--- src/rtl/uart_rx_ovs.sv ---
`default_nettype none
// ============================================================================
//  Module   : uart_rx_ovs
//  Purpose  : Oversampling UART receiver. Recovers asynchronous serial frames
//             with a runtime word length (5..DATA_MAX), optional even/odd
//             parity and 1 or 2 stop bits. Each bit is decided by a 3-sample
//             majority vote around mid-bit. Received words are presented on a
//             valid/ready handshake together with parity, framing, overrun
//             and break status.
//  Revision : 1.0  initial release
// ----------------------------------------------------------------------------
//  Ports
//    clk         in   system clock
//    rst         in   synchronous active-high reset
//    br_div      in   clk cycles per oversample tick (0 treated as 1)
//    word_len    in   data bits per frame, clamped to 5..DATA_MAX
//    parity_en   in   parity bit present after the data bits
//    parity_odd  in   1 = odd parity, 0 = even parity
//    stop2       in   two stop bits
//    rx_in       in   serial line, idle high, asynchronous
//    data_out    out  received word, LSB first on the line, zero-extended
//    data_valid  out  data_out and status flags are valid
//    data_ready  in   consumer accepts the word when data_valid & data_ready
//    parity_err  out  parity mismatch on the held word
//    frame_err   out  a stop bit was sampled low on the held word
//    overrun     out  held word overwrote a word that was never accepted
//    break_det   out  held frame was all-zero including the first stop bit
//    busy        out  receiver is not idle
// ============================================================================
module uart_rx_ovs #(
    parameter int DATA_MAX = 9,
    parameter int OVS      = 16,
    parameter int DIV_W    = 16
) (
    input  logic                clk,
    input  logic                rst,
    input  logic [DIV_W-1:0]    br_div,
    input  logic [3:0]          word_len,
    input  logic                parity_en,
    input  logic                parity_odd,
    input  logic                stop2,
    input  logic                rx_in,
    output logic [DATA_MAX-1:0] data_out,
    output logic                data_valid,
    input  logic                data_ready,
    output logic                parity_err,
    output logic                frame_err,
    output logic                overrun,
    output logic                break_det,
    output logic                busy
);

    localparam int SC_W = $clog2(OVS);

    // Sample-counter positions of the three mid-bit samples and the wrap point.
    localparam logic [SC_W-1:0] c_SC_S0   = SC_W'(OVS / 2 - 1);
    localparam logic [SC_W-1:0] c_SC_S1   = SC_W'(OVS / 2);
    localparam logic [SC_W-1:0] c_SC_VOTE = SC_W'(OVS / 2 + 1);
    localparam logic [SC_W-1:0] c_SC_LAST = SC_W'(OVS - 1);
    localparam logic [3:0]      c_WL_MIN  = 4'd5;
    localparam logic [3:0]      c_WL_MAX  = 4'(DATA_MAX);

    typedef enum logic [2:0] {
        S_IDLE     = 3'd0,
        S_START    = 3'd1,
        S_DATA     = 3'd2,
        S_PARITY   = 3'd3,
        S_STOP     = 3'd4,
        S_BRK_WAIT = 3'd5
    } state_t;

    // ------------------------------------------------------------------------
    // Registers
    // ------------------------------------------------------------------------
    logic                rx_meta_q, rx_s_q;
    state_t              state_q, state_d;
    logic [DIV_W-1:0]    div_q, div_d;
    logic [SC_W-1:0]     sc_q, sc_d;
    logic                smp0_q, smp0_d, smp1_q, smp1_d;
    logic [3:0]          bc_q, bc_d;
    logic [DATA_MAX-1:0] sh_q, sh_d;
    logic                pbit_q, pbit_d;
    logic                stop1_q, stop1_d;
    logic                stop_idx_q, stop_idx_d;
    logic [3:0]          wl_q, wl_d;
    logic                pen_q, pen_d, podd_q, podd_d, stop2_q, stop2_d;
    logic [DATA_MAX-1:0] dout_q, dout_d;
    logic                valid_q, valid_d;
    logic                perr_q, perr_d, ferr_q, ferr_d;
    logic                ovr_q, ovr_d, brk_q, brk_d;

    // ------------------------------------------------------------------------
    // Combinational helpers
    // ------------------------------------------------------------------------
    logic [DIV_W-1:0] w_brd_m1;
    logic             w_tick, w_vote_tick, w_wrap, w_vote;
    logic             w_last_stop, w_first_stop, w_ferr, w_brk, w_par_err;
    logic [3:0]       w_wl_clamped;

    assign w_brd_m1    = (br_div == '0) ? '0 : br_div - DIV_W'(1);
    assign w_tick      = (state_q != S_IDLE) && (div_q == w_brd_m1);
    assign w_vote_tick = w_tick && (sc_q == c_SC_VOTE);
    assign w_wrap      = w_tick && (sc_q == c_SC_LAST);

    // Third sample is the live synchronised line on the vote tick.
    assign w_vote = (smp0_q & smp1_q) | (smp0_q & rx_s_q) | (smp1_q & rx_s_q);

    assign w_wl_clamped = (word_len < c_WL_MIN) ? c_WL_MIN :
                          (word_len > c_WL_MAX) ? c_WL_MAX : word_len;

    // Completion happens on the vote of the last stop bit; with two stop bits
    // the first stop value was stored earlier in stop1_q.
    assign w_last_stop  = w_vote_tick && (state_q == S_STOP) && (stop_idx_q || !stop2_q);
    assign w_first_stop = stop_idx_q ? stop1_q : w_vote;
    assign w_ferr       = !w_first_stop || (stop_idx_q && !w_vote);
    assign w_brk        = (sh_q == '0) && (!pen_q || !pbit_q) && !w_first_stop;
    assign w_par_err    = ((^sh_q) ^ pbit_q) != podd_q;

    // ------------------------------------------------------------------------
    // Next-state / datapath
    // ------------------------------------------------------------------------
    always_comb begin
        state_d    = state_q;
        div_d      = div_q;
        sc_d       = sc_q;
        smp0_d     = smp0_q;
        smp1_d     = smp1_q;
        bc_d       = bc_q;
        sh_d       = sh_q;
        pbit_d     = pbit_q;
        stop1_d    = stop1_q;
        stop_idx_d = stop_idx_q;
        wl_d       = wl_q;
        pen_d      = pen_q;
        podd_d     = podd_q;
        stop2_d    = stop2_q;
        dout_d     = dout_q;
        valid_d    = valid_q;
        perr_d     = perr_q;
        ferr_d     = ferr_q;
        ovr_d      = ovr_q;
        brk_d      = brk_q;

        // Baud and sample counters only run while a frame is in progress,
        // so every frame starts phase-aligned to its own falling edge.
        if (state_q == S_IDLE) begin
            div_d = '0;
            sc_d  = '0;
        end else if (w_tick) begin
            div_d = '0;
            sc_d  = (sc_q == c_SC_LAST) ? '0 : sc_q + SC_W'(1);
            if (sc_q == c_SC_S0) smp0_d = rx_s_q;
            if (sc_q == c_SC_S1) smp1_d = rx_s_q;
        end else begin
            div_d = div_q + DIV_W'(1);
        end

        case (state_q)
            S_IDLE: begin
                if (!rx_s_q) begin
                    state_d    = S_START;
                    wl_d       = w_wl_clamped;
                    pen_d      = parity_en;
                    podd_d     = parity_odd;
                    stop2_d    = stop2;
                    sh_d       = '0;
                    bc_d       = '0;
                    pbit_d     = 1'b0;
                    stop1_d    = 1'b1;
                    stop_idx_d = 1'b0;
                end
            end
            S_START: begin
                if (w_vote_tick && w_vote) begin
                    state_d = S_IDLE;       // glitch, not a real start bit
                end else if (w_wrap) begin
                    state_d = S_DATA;
                end
            end
            S_DATA: begin
                if (w_vote_tick) begin
                    for (int i = 0; i < DATA_MAX; i++) begin
                        if (bc_q == 4'(i)) sh_d[i] = w_vote;
                    end
                end
                if (w_wrap) begin
                    if (bc_q == wl_q - 4'd1) begin
                        bc_d    = '0;
                        state_d = pen_q ? S_PARITY : S_STOP;
                    end else begin
                        bc_d = bc_q + 4'd1;
                    end
                end
            end
            S_PARITY: begin
                if (w_vote_tick) pbit_d = w_vote;
                if (w_wrap)      state_d = S_STOP;
            end
            S_STOP: begin
                if (w_last_stop) begin
                    // Leave on the vote tick so a following start bit is not missed.
                    state_d = w_brk ? S_BRK_WAIT : S_IDLE;
                end else if (w_vote_tick) begin
                    stop1_d    = w_vote;
                    stop_idx_d = 1'b1;
                end
            end
            S_BRK_WAIT: begin
                if (rx_s_q) state_d = S_IDLE;
            end
            default: state_d = S_IDLE;
        endcase

        // Output register: a new word wins over a simultaneous accept.
        if (w_last_stop) begin
            dout_d  = sh_q;
            valid_d = 1'b1;
            perr_d  = pen_q && w_par_err;
            ferr_d  = w_ferr;
            brk_d   = w_brk;
            ovr_d   = valid_q && !data_ready;
        end else if (valid_q && data_ready) begin
            valid_d = 1'b0;
            perr_d  = 1'b0;
            ferr_d  = 1'b0;
            brk_d   = 1'b0;
            ovr_d   = 1'b0;
        end
    end

    // ------------------------------------------------------------------------
    // State registers
    // ------------------------------------------------------------------------
    always_ff @(posedge clk) begin
        if (rst) begin
            rx_meta_q  <= 1'b1;
            rx_s_q     <= 1'b1;
            state_q    <= S_IDLE;
            div_q      <= '0;
            sc_q       <= '0;
            smp0_q     <= 1'b0;
            smp1_q     <= 1'b0;
            bc_q       <= '0;
            sh_q       <= '0;
            pbit_q     <= 1'b0;
            stop1_q    <= 1'b0;
            stop_idx_q <= 1'b0;
            wl_q       <= c_WL_MIN;
            pen_q      <= 1'b0;
            podd_q     <= 1'b0;
            stop2_q    <= 1'b0;
            dout_q     <= '0;
            valid_q    <= 1'b0;
            perr_q     <= 1'b0;
            ferr_q     <= 1'b0;
            ovr_q      <= 1'b0;
            brk_q      <= 1'b0;
        end else begin
            rx_meta_q  <= rx_in;
            rx_s_q     <= rx_meta_q;
            state_q    <= state_d;
            div_q      <= div_d;
            sc_q       <= sc_d;
            smp0_q     <= smp0_d;
            smp1_q     <= smp1_d;
            bc_q       <= bc_d;
            sh_q       <= sh_d;
            pbit_q     <= pbit_d;
            stop1_q    <= stop1_d;
            stop_idx_q <= stop_idx_d;
            wl_q       <= wl_d;
            pen_q      <= pen_d;
            podd_q     <= podd_d;
            stop2_q    <= stop2_d;
            dout_q     <= dout_d;
            valid_q    <= valid_d;
            perr_q     <= perr_d;
            ferr_q     <= ferr_d;
            ovr_q      <= ovr_d;
            brk_q      <= brk_d;
        end
    end

    assign data_out   = dout_q;
    assign data_valid = valid_q;
    assign parity_err = perr_q;
    assign frame_err  = ferr_q;
    assign overrun    = ovr_q;
    assign break_det  = brk_q;
    assign busy       = (state_q != S_IDLE);

endmodule
`default_nettype wire
--- config.mk ---
export PLATFORM = sky130hd
export DESIGN_NAME = uart_rx_ovs
export DESIGN_NICKNAME = d
export VERILOG_FILES = /design/src/rtl/uart_rx_ovs.sv
export SDC_FILE = /design/constraint.sdc
export NUM_CORES = 1
export LEC_CHECK = 0
export ABC_AREA = 1
export CAP_MARGIN = 40
export CORE_ASPECT_RATIO = 1.75
export CORE_MARGIN = 3
export CORE_UTILIZATION = 40
export DETAILED_ROUTE_END_ITERATION = 10
export PLACE_DENSITY_LB_ADDON = 0.2
export SETUP_SLACK_MARGIN = 0.3
export SYNTH_ARGS = -nofsm -noshare
export SYNTH_HDL_FRONTEND = slang
export SYNTH_SLANG_ARGS = --single-unit
--- constraint.sdc ---
create_clock -name clk -period 5.15 [get_ports clk]
set_clock_uncertainty 0.05 [all_clocks]
set_input_delay 1.03 -clock clk [delete_from_list [all_inputs] [get_ports clk]]
set_output_delay 1.03 -clock clk [all_outputs]
set_load 0.03 [all_outputs]
==> impl_results.md, run 1 <==
- Die W: 83.53 um
- Post-synth net total: 684
- Synth Register Bits: 64
- # fillers: 1030
- Startpoint Class: primary input
- Layout area overhead: 17.69%
- Hold Fails Final Rpt: 0
- R2r endpoint: bc_q[1]
- Wl on met1: 4.006 mm
- Core area: 0.01009 sq mm
- Outcome: finished, final reports clean
- GP Congestion: 0.9202
- Maximum VDD drop: 143.4 uV
- Final Cycle Share: 72.31%
- Min Clock Period, post-route: 3.724 ns
- Drt drc: 0
- # resized after CTS: 0
- Avg Cell Area, Syn: between 6 and 7 sq um
- Max clock buf depth: 2
- CP Launch Point: br_div[0]
- Lkg Pwr: 1.987 nW
- Async SR Flop Fraction: 0%
- Vias per cell: between 5 and 6
- R2r setup slk: 2.24 ns
- Via Count: 4159
- Crit-path max FO: 34
- First-pass DRT Iterations: 4
- CP Capture Point: sh_q[7]
- Number of synthesized flops with an enable pin: 0
- Required time of the worst setup path: 5.31 ns
- Worst R2R Path Depth: 11
- Die extent in y: 141.7 um
- Final net count: 720
- Initial antenna violation count: 0
- Max Cap Viol: 0
- CTS sink count: 64
- H-tree depth: 3
- Setup crit end kind: flop
- DP HPWL: about 8.3 mm
- Floorplan row count: 48
- Grt ovf: 0
- Wire per inst: 13.14 um
- Clock transition at path regs: 0.05 ns
- Pin count of the biggest net entering global routing: 35
- Initial Util: 41.70%
- Design Power: approximately 1.4 mW
- Fin cells: 809
- Max-slew headroom: roughly 50%
- Clk Latency, worst-skew pair: 0.33 ns
- Setup slack after layout: 1.426 ns
- Highest routed layer: met4
- TritonCTS clock tree: built
- Worst-Margin Slew: 0.7494 ns
- Slew Viols, Final: 0
- Number of setup buffers added after CTS: 0
- WL met3: 349 um
- Yosys warns: 0
- GRT Overall Usage: 18.19%
- CTS Hold Bufs: 0
- Cell count after synthesis: 643
- Worst Path Arrival: roughly 3.9 ns
- IO Pins: 42
- Post-synth cell types: 41
- Share of post-route cells with drive strength above 1: approximately 7.7%
- Final setup TNS: 0 ns
- Post-DRT Antenna Nets: 0
- Seq/Total Area, Yosys: a little under a third
- Synth Flop Type: dfxtp_1
- PortBufs: 41
- Hold Crit Class: reg -> reg
- CTS Root Cell: clkbuf_16
- First-pass GRT wire length: between 15 and 20 mm
- Number of global-route vias before repair: approximately 4.0k
- TritonCTS buffer count: 9
- DP Worst Slack: 1.081 ns
- Met2 WL: 5.910 mm
- Reg-to-reg startpoint: state_q[1]
- Final wirelength: about 11 mm
- ANT cells: 0
- PD cells: 289.2 mW/mm^2
- Endpoints failing setup: 0
- Critical path class: in -> reg
- Mapped Area: 0.004208 sq mm
- First DRT Iteration DRCs: between 150 and 200
- RSZ-0062 raised after global routing: no
- Placed Cells: 793
- F_max: 268.5 MHz
- Die footprint: 0.01183 sq mm
- Final Hold Slack: 0.3543 ns
## worst min-delay path by stage
stage	from	to	slack, ns	cells past startpoint
2_1_floorplan	rx_meta_q	rx_s_q	0.34	1
3_3_place_gp	rx_meta_q	rx_s_q	0.34	1
3_5_place_dp	rx_meta_q	rx_s_q	0.34	1
4_1_cts	rx_meta_q	rx_s_q	0.36	1
5_1_grt	rx_meta_q	rx_s_q	0.36	1
6_report	rx_meta_q	rx_s_q	0.35	1
## per-layer routing
metal,vias to the layer above,track usage [%]
li1,2193,-
met1,1854,17.03
met2,88,36.34
met3,24,3.661
met4,0,9.322
met5,-,0
## report_power, final
group / switching [mW] / leakage (nW) / internal (mW) / total, mW
registers: 0.0219 / 0.517 / 0.518 / 0.540
logic: 0.230 / 1.34 / 0.112 / 0.343
clock network: 0.215 / 0.134 / 0.334 / 0.549
total: 0.468 / 1.99 / 0.964 / 1.43
## critical path, cell delays in order
cell and delay (ns):
clkdlybuf4s50_1 0.47, inv_2 0.06, ha_1 0.23, nand2_2 0.15
nor2_2 0.08, nand2_4 0.28, nand2_1 0.09, nand2_1 0.07
nand2_1 0.06, nor2_2 0.18, nand2_1 0.11, nor2_1 0.17
nand4_1 0.17, nand2_1 0.42, nand3_1 0.16, nand2_1 0.09
a21oi_1 0.06
## cells by family (layout without fill, tap and decap cells)
group	Yosys count	after routing	synth area share [%]
adder cells (fa/ha/maj)	14	14	4.163
XOR/XNOR	16	16	3.330
AO/OA/AOI/OAI	87	87	11.57
buffers and inverters	105	146	10.44
AND/OR/NAND/NOR	357	357	40.05
flip-flops	64	64	30.45
## registers in the layout (all words and copies together), names as in the netlist, 3 cells and up
| signal | cells |
|---|---|
| bc_q | 4 |
| wl_q | 4 |
| sh_q | 9 |
| data_out | 9 |
| div_q | 16 |
| sc_q | 4 |
| state_q | 3 |
## synth_stat cells (6+ instances only)
cell type | count | share of area, %
nand2_1 | 143 | 13
inv_1 | 85 | 7.6
nor2_1 | 71 | 6.3
dfxtp_1 | 64 | 30
nand3_1 | 58 | 6.9
a21oi_1 | 40 | 4.8
nand4_1 | 30 | 4.5
o21ai_0 | 26 | 3.1
ha_1 | 14 | 4.2
nor3_1 | 12 | 1.4
nor2_2 | 9 | 1.3
xor2_1 | 9 | 1.9
clkbuf_1 | 8 | 0.71
xnor2_1 | 7 | 1.5
nand2_2 | 6 | 0.89
nand3_2 | 6 | 1.4
## cells in the final DEF (no fill, tap or decap), drive strengths merged, types with 5 or more instances in the layout
cell,synthesis,final
a21oi,42,42
o21ai,29,29
clkdlybuf4s50,0,41
nand3,65,65
nand4,30,30
xor2,9,9
inv,86,86
clkbuf,8,10
xnor2,7,7
nor3b,5,5
ha,14,14
nor2,85,85
nor4,5,5
clkinv,2,6
dfxtp,64,64
nand2,151,151
nor3,12,12
## area by class of cell
| cell class | instances | area, sq um | share of cell area, % |
|---|---|---|---|
| repair buffers | 42 | 417.9 | 8.439 |
| inverters | 88 | 335.3 | 6.771 |
| clock buffers | 10 | 239.0 | 4.826 |
| clock inverters | 6 | 35.03 | 0.7074 |
| well taps | 125 | 156.4 | 3.158 |
| multi-input cells | 474 | 2487 | 50.23 |
| flip-flops and latches | 64 | 1281 | 25.87 |
## metrics by stage
stage	cell area [sq um]	util (%)
6_report	4952	49.08
5_1_grt	4952	49.08
4_1_cts	4952	49.08
3_5_place_dp	4678	46.37
3_3_place_gp	4678	46.37
2_1_floorplan	4208	-
(Power assumes the default switching activity.)
==> run 2: changes to the inputs <==
Clock period 5.15 ns to 3.65 ns, I/O delays scaled along.
==> run 2 against run 1 <==
  * Die area is the same
  * Power grew 56%
  * Via count grew 4.8%
  * Clock power grew 72%
  * Largest cell class unchanged
  * Combinational power grew 53%
  * Critical path type unchanged
==> impl_results.md, run 2 (synthesis results as in run 1) <==
- Outcome: finished, final reports clean
- Crit-path max FO: 9 (-74%)
- H-tree depth: 3 (unchanged)
- R2r endpoint: div_q[15]
- Max clock buf depth: 2 (unchanged)
- Slew Viols, Final: 0 (unchanged)
- Hold Crit Start: rx_meta_q
- Drt drc: 0 (unchanged)
- Most frequent cells in the layout: 142 x nand2_1, 84 x inv_1, 66 x nor2_1
- Endpoints failing setup: 0 (unchanged)
- First DRT Iteration DRCs: 132 (-18%)
- GRT Overall Usage: 18.77% (+0.58 points)
- PD cells: 420.8 mW/mm^2 (+46%)
- Pin count of the biggest net entering global routing: 35 (unchanged)
- Startpoint Class: primary input
- Final Hold Slack: 0.3587 ns (+0.004429 ns)
- Final core occ: 52.59% (+3.5 points)
- Final net count: 742 (+3.1%)
- Clock transition at path regs: 0.05 ns (about the same)
- F_max: 317.3 MHz
- Commonest non-fill, non-tap cell in the layout: nand2_1
- Core area: 0.01009 sq mm (unchanged)
- Required time of the worst setup path: 3.83 ns (-1.48 ns)
- Worst R2R Path Depth: 12 (+1)
- Clk Latency, worst-skew pair: 0.34 ns (about the same)
- Placed Cells: 803 (+1.3%)
- Reg-to-reg startpoint: div_q[0]
- Layout area overhead: 26.11%
- Share of post-route cells with drive strength above 1: 11.90% (+4.1 points)
- TritonCTS clock tree: built
- DP Worst Slack: -0.02497 ns (-1.106 ns)
- PortBufs: 41 (unchanged)
- Min Clock Period, post-route: 3.152 ns
- First-pass GRT wire length: 18.12 mm (+3.1%)
- Vias per cell: 5.244 (+2.0%)
- Hold Fails Final Rpt: 0 (unchanged)
- TritonCTS buffer count: 9 (unchanged)
- GP Congestion: 0.9147 (-0.60%)
- RSZ-0062 raised after global routing: no
- Final wirelength: 11.42 mm (+7.4%)
- Die W: 83.53 um (unchanged)
- Fin cells: 831 (+2.7%)
- Grt ovf: 0 (unchanged)
- Critical path class: in -> reg
- Setup slack after layout: 0.4980 ns (-0.9280 ns)
- Maximum VDD drop: 280.0 uV (+95%)
- Area post-placement: 0.004778 sq mm (+2.1%)
- DP HPWL: 8.596 mm (+3.3%)
- # fillers: 1026 (-0.39%)
- Final instance area: 0.005306 sq mm (+7.2%)
- Final Cycle Share: between 80 and 90%
- CTS Root Cell: clkbuf_16
- Worst-Margin Slew: 0.6928 ns (-0.05658 ns)
- Initial antenna violation count: 0 (unchanged)
- ANT cells: 0 (unchanged)
- Worst Path Arrival: 3.33 ns (-0.55 ns)
- Die extent in y: 141.7 um (unchanged)
- Max reg flops: 16 (unchanged)
- Wire per inst: 13.74 um (+4.6%)
- Max-slew headroom: 53.70% (+3.7 points)
- Number of global-route vias before repair: 4120 (+3.2%)
- Reg with most FFs: div_q
- R2r setup slk: 1.03 ns (-1.21 ns)
- IO Pins: 42 (unchanged)
- Setup crit end kind: flop
- Via Count: 4358 (+4.8%)
- First-pass DRT Iterations: 4 (unchanged)
- Hold path endpoint: rx_s_q
- Initial Util: 41.70% (unchanged)
- Design Power: 2.233 mW (+56%)
- Hold path cells: 1 (unchanged)
- Post-DRT Antenna Nets: 0 (unchanged)
- Die footprint: 0.01183 sq mm (unchanged)
- CTS sink count: 64 (unchanged)
- Floorplan row count: 48 (unchanged)
- Hold Crit Class: reg -> reg
- Lkg Pwr: 2.184 nW (+9.9%)
- Max Cap Viol: 0 (unchanged)
- Final setup TNS: 0 ns (unchanged)
[run 2: cell count changes in the layout (fill, tap and decap cells not counted), moves of 3 or more]
cell,before,now
nand2_4,2,6
buf_4,1,16
nor2_4,5,8
nor2_1,71,66
buf_12,0,3
[run 2: layer usage]
metal / track usage [%] / vias up / share of wire (%)
met5: 0 / - / 0
met4: 10.76 / 0 / 3.6
met3: 3.428 / 31 / 3.1
met2: 37.52 / 80 / 56
met1: 17.29 / 2005 / 37
li1: - / 2242 / -
[run 2: power by group]
group	switching [mW]	internal [mW]	leakage, nW
sequential	0.0312	0.731	0.517
combinational	0.337	0.189	1.50
clock	0.312	0.633	0.165
[run 2: area by class of cell]
type | count | area [sq um] | share of cell area [%]
clock buffers | 11 | 252.7 | 4.763
repair buffers | 60 | 595.6 | 11.22
clock inverters | 5 | 78.83 | 1.485
flip-flops and latches | 64 | 1281 | 24.15
repair inverters | 1 | 6.256 | 0.1179
well taps | 125 | 156.4 | 2.947
multi-input cells | 477 | 2597 | 48.95
inverters | 88 | 337.8 | 6.366
[run 2: what timing repair did]
item / in CTS / in global routing
endpoints found under the setup margin: 0 / 34
hold buffers: 0 / 0
resized for setup: 0 / 23
buffers inserted: 0 / 8
[run 2: worst max-delay path: stages]
cell and delay, ns:
clkdlybuf4s50_1 0.46, nor2_1 0.16, nand2_1 0.14, nor2_4 0.14, buf_4 0.17, nand2_8 0.09
nand3_1 0.09, nand2_1 0.07, nor2_2 0.12, nand2_1 0.09, nor2_2 0.10, nand3_2 0.08
nor2_4 0.12, nand2_4 0.09, nor2_4 0.16, nand2_1 0.06, nand2_1 0.11, nand3_1 0.12
o21ai_1 0.16, nor2_1 0.05
[run 2: worst max path at each step]
| stage | start | end | slack, ns | depth (start not counted) |
|---|---|---|---|---|
| 3_3_place_gp | br_div[1] | stop1_q | 0.05 | 21 |
| 2_1_floorplan | br_div[0] | data_out[6] | 0.83 | 20 |
| 4_1_cts | br_div[1] | stop1_q | 0.33 | 21 |
| 6_report | br_div[13] | stop1_q | 0.50 | 20 |
| 5_1_grt | br_div[10] | state_q[2] | 0.26 | 21 |
| 3_5_place_dp | br_div[1] | stop1_q | -0.02 | 21 |
==> run 3: changes to the inputs <==
Settings changed: MAX_ROUTING_LAYER from default to met4, RECOVER_POWER from default to 100.
==> run 3 against run 2 <==
  * Sequential power barely moved
  * Global-route usage rose by 0.64 points
  * First-iteration DRC count rose by 13%
  * Routed wire length fell by 0.65%
  * Combinational power fell by 4%
  * Count of clock-buffer cells in the layout rose by 1
  * Hold slack barely moved
  * Critical path depth fell by 2
  * Final area fell by 0.47%
  * Non-clock buffer count rose by 2
  * Critical path type unchanged
  * Critical endpoint is now bc_q[2]
  * Largest power group unchanged
==> impl_results.md, run 3 (synthesis results as in run 1) <==
- First DRT Iteration DRCs: 149 (+13%)
- Outcome: finished, final reports clean
- Lkg Pwr: 2.242 nW (+2.7%)
- Final Cycle Share: 89.58% (+3.2 points)
- Die footprint: 0.01183 sq mm (unchanged)
- Max-slew headroom: 23.76% (-30 points)
- Grt ovf: 0 (unchanged)
- Max clock buf depth: 2 (unchanged)
- Switching share of power: 31.20% (+0.73 points)
- Hold path cells: 1 (unchanged)
- PortBufs: 41 (unchanged)
- Crit-path max FO: 9 (unchanged)
- IO Pins: 42 (unchanged)
- Fin cells: 831 (unchanged)
- CTS sink count: 64 (unchanged)
- Initial antenna violation count: 0 (unchanged)
- Most frequent cells in the layout: 142 x nand2_1, 83 x inv_1, 65 x nor2_1
- Initial Util: 41.70% (unchanged)
- Met3 GRT Util: 3.777% (+0.35 points)
- TritonCTS clock tree: built
- CP cell instances: clkdlybuf4s50_1 > nor2_1 > nand2_4 > nor2_4 > nand2_8 > buf_4 > nand4_1 > nand2_1 > nor2_2 > nand3_2 > nor2_4 > nand2_4 > nor2_4 > nand3_2 > nand2_1 > nand2_2 > nand2_1 > a21oi_1
- F_max: 305.8 MHz (-3.6%)
- Hold Fails Final Rpt: 0 (unchanged)
- Pin count of the biggest net entering global routing: 35 (unchanged)
- CTS Root Cell: clkbuf_16
- Vias per cell: 5.250 (+0.11%)
- TritonCTS buffer count: 9 (unchanged)
- Setup slack after layout: 0.3802 ns (-0.1178 ns)
- Max Cap Viol: 0 (unchanged)
- Post-DRT Antenna Nets: 0 (unchanged)
- Met1 Track Usage GR: 17.43% (+0.14 points)
- Clk Latency, worst-skew pair: 0.34 ns (about the same)
- Die W: 83.53 um (unchanged)
- Layout area overhead: 25.51%
- R2r endpoint: div_q[15]
- Max reg flops: 16 (unchanged)
- Slowest cell on crit path: clkdlybuf4s50_1
- DP HPWL: 8.643 mm (+0.55%)
- ANT cells: 0 (unchanged)
- First-pass DRT Iterations: 5 (+1)
- Seq pwr share: 35.2% (+1.1 points)
- Met2 Usage GRT: 37.69% (+0.17 points)
- Commonest non-fill, non-tap cell in the layout: nand2_1
- H-tree depth: 3 (unchanged)
- Min Clock Period, post-route: 3.270 ns (+0.1178 ns)
- Gate power share: 23.4% (about the same)
- Hold Crit Class: reg -> reg
- Die extent in y: 141.7 um (unchanged)
- GRT Overall Usage: 19.41% (+0.64 points)
- Number of global-route vias before repair: 4177 (+1.4%)
- Final setup TNS: 0 ns (unchanged)
- Reg with most FFs: div_q
- Drt drc: 0 (unchanged)
- Setup crit end kind: flop
- Final net count: 742 (unchanged)
- Clk network pwr share: 41.3% (-1.0 points)
- DP Worst Slack: -0.02555 ns (-0.0005759 ns)
- Worst R2R Path Depth: 12 (unchanged)
- Most Crowded Layer GR: met2
- GP Congestion: 0.9167 (+0.22%)
- Maximum VDD drop: 251.1 uV (-10%)
- PD cells: 409.3 mW/mm^2 (-2.7%)
- CP bufs+invs: 2 (unchanged)
- Sw Pwr: 0.6745 mW (-0.87%)
- Endpoints failing setup: 0 (unchanged)
- Critical path class: in -> reg
- Max stage delay on crit path: 0.47 ns (about the same)
- Startpoint Class: primary input
- Required time of the worst setup path: 3.76 ns (-0.07 ns)
- Core area: 0.01009 sq mm (unchanged)
- Floorplan row count: 48 (unchanged)
- Via Count: 4363 (+0.11%)
- Final wirelength: 11.34 mm (-0.65%)
- Hold Crit Start: rx_meta_q
- Hold path endpoint: rx_s_q
- Internal power: 1.487 mW (-4.2%)
- RSZ-0062 raised after global routing: no
- Worst-Margin Slew: 1.144 ns (+0.4508 ns)
- R2r setup slk: 1.01 ns (-0.02 ns)
- First-pass GRT wire length: 18.15 mm (+0.15%)
- Placed Cells: 804 (+0.12%)
- Worst Path Arrival: 3.38 ns (+0.05 ns)
- Clock transition at path regs: 0.05 ns (about the same)
- Slew Viols, Final: 0 (unchanged)
- Share of post-route cells with drive strength above 1: 11.76% (-0.14 points)
- Reg-to-reg startpoint: div_q[0]
- Wire per inst: 13.65 um (-0.65%)
- Family with the most delay on the worst path: simple AND/OR/NAND/NOR gates
## run 3: cell types whose count changed in the layout (fill, tap and decap cells not counted), moves of 3 or more
cell             change
clkbuf_1             +4
clkdlybuf4s50_1     -24
dlygate4sd3_1       +16
dlymetal6s2s_1       +8
nand2_4              -4
nand3_2              +3
## run 3: cell type report
class                   count  area, sq um
inverters                  88        337.8
well taps                 125        156.4
clock buffers              12        266.5
repair buffers             62        600.6
multi-input cells         475         2581
flip-flops and latches     64         1281
fillers                   989         4808
repair inverters            1        6.256
clock inverters             4        51.30
## run 3: metal layers
layer | wire length (um) | vias up | part of all wire (%)
met5 | 0 | - | 0
met1 | 4113 | 1996 | 36
met4 | 536 | 0 | 4.7
met2 | 6363 | 97 | 56
met3 | 329 | 42 | 2.9
li1 | - | 2228 | -
## run 3: how the worst max path moves through the flow
stage / startpoint / end / depth (start not counted)
after floorplan: br_div[0] / data_out[6] / 20
after global placement: br_div[1] / stop1_q / 21
after detailed placement: br_div[1] / stop1_q / 21
after CTS: br_div[1] / stop1_q / 21
after global routing: br_div[2] / data_out[2] / 17
final: br_div[2] / bc_q[2] / 18
## run 3: worst register-to-register path, cell delays in order, from the launching register on
cell and delay [ns]:
dfxtp_1 0.38, inv_1 0.09, nor3_1 0.18, inv_1 0.07
nor2_1 0.18, nand2_1 0.10, nor2_1 0.15, inv_1 0.09
nor4_1 0.49, nand3_1 0.26, nor3_1 0.25, xor2_1 0.17
nor2_1 0.05
## run 3: repair_timing
item	4_1_cts	5_1_grt
setup buffers	0	9
resized for setup	0	38
hold buffers	0	0
endpoints found under the setup margin	0	30
## run 3: power groups by stage
stage	Sequential, mW	Combinational, mW	Clock, mW
after detailed placement	0.776	0.517	0
final	0.762	0.506	0.893
after CTS	0.761	0.519	0.911
after global placement	0.775	0.511	0
after global routing	0.767	0.574	0.945
after floorplan	0.766	0.365	0
## run 3: through the flow
| stage | power [mW] | util [%] | cell area (sq um) | hold slack [ns] |
|---|---|---|---|---|
| detailed placement | 1.293 | 47.43 | 4786 | 0.3504 |
| global route | 2.286 | 52.34 | 5281 | 0.3747 |
| floorplan | 1.132 | - | 4208 | 0.3395 |
| global placement | 1.286 | 47.43 | 4786 | 0.3450 |
| finish | 2.162 | 52.34 | 5281 | 0.3585 |
| CTS | 2.191 | 50.58 | 5104 | 0.3625 |
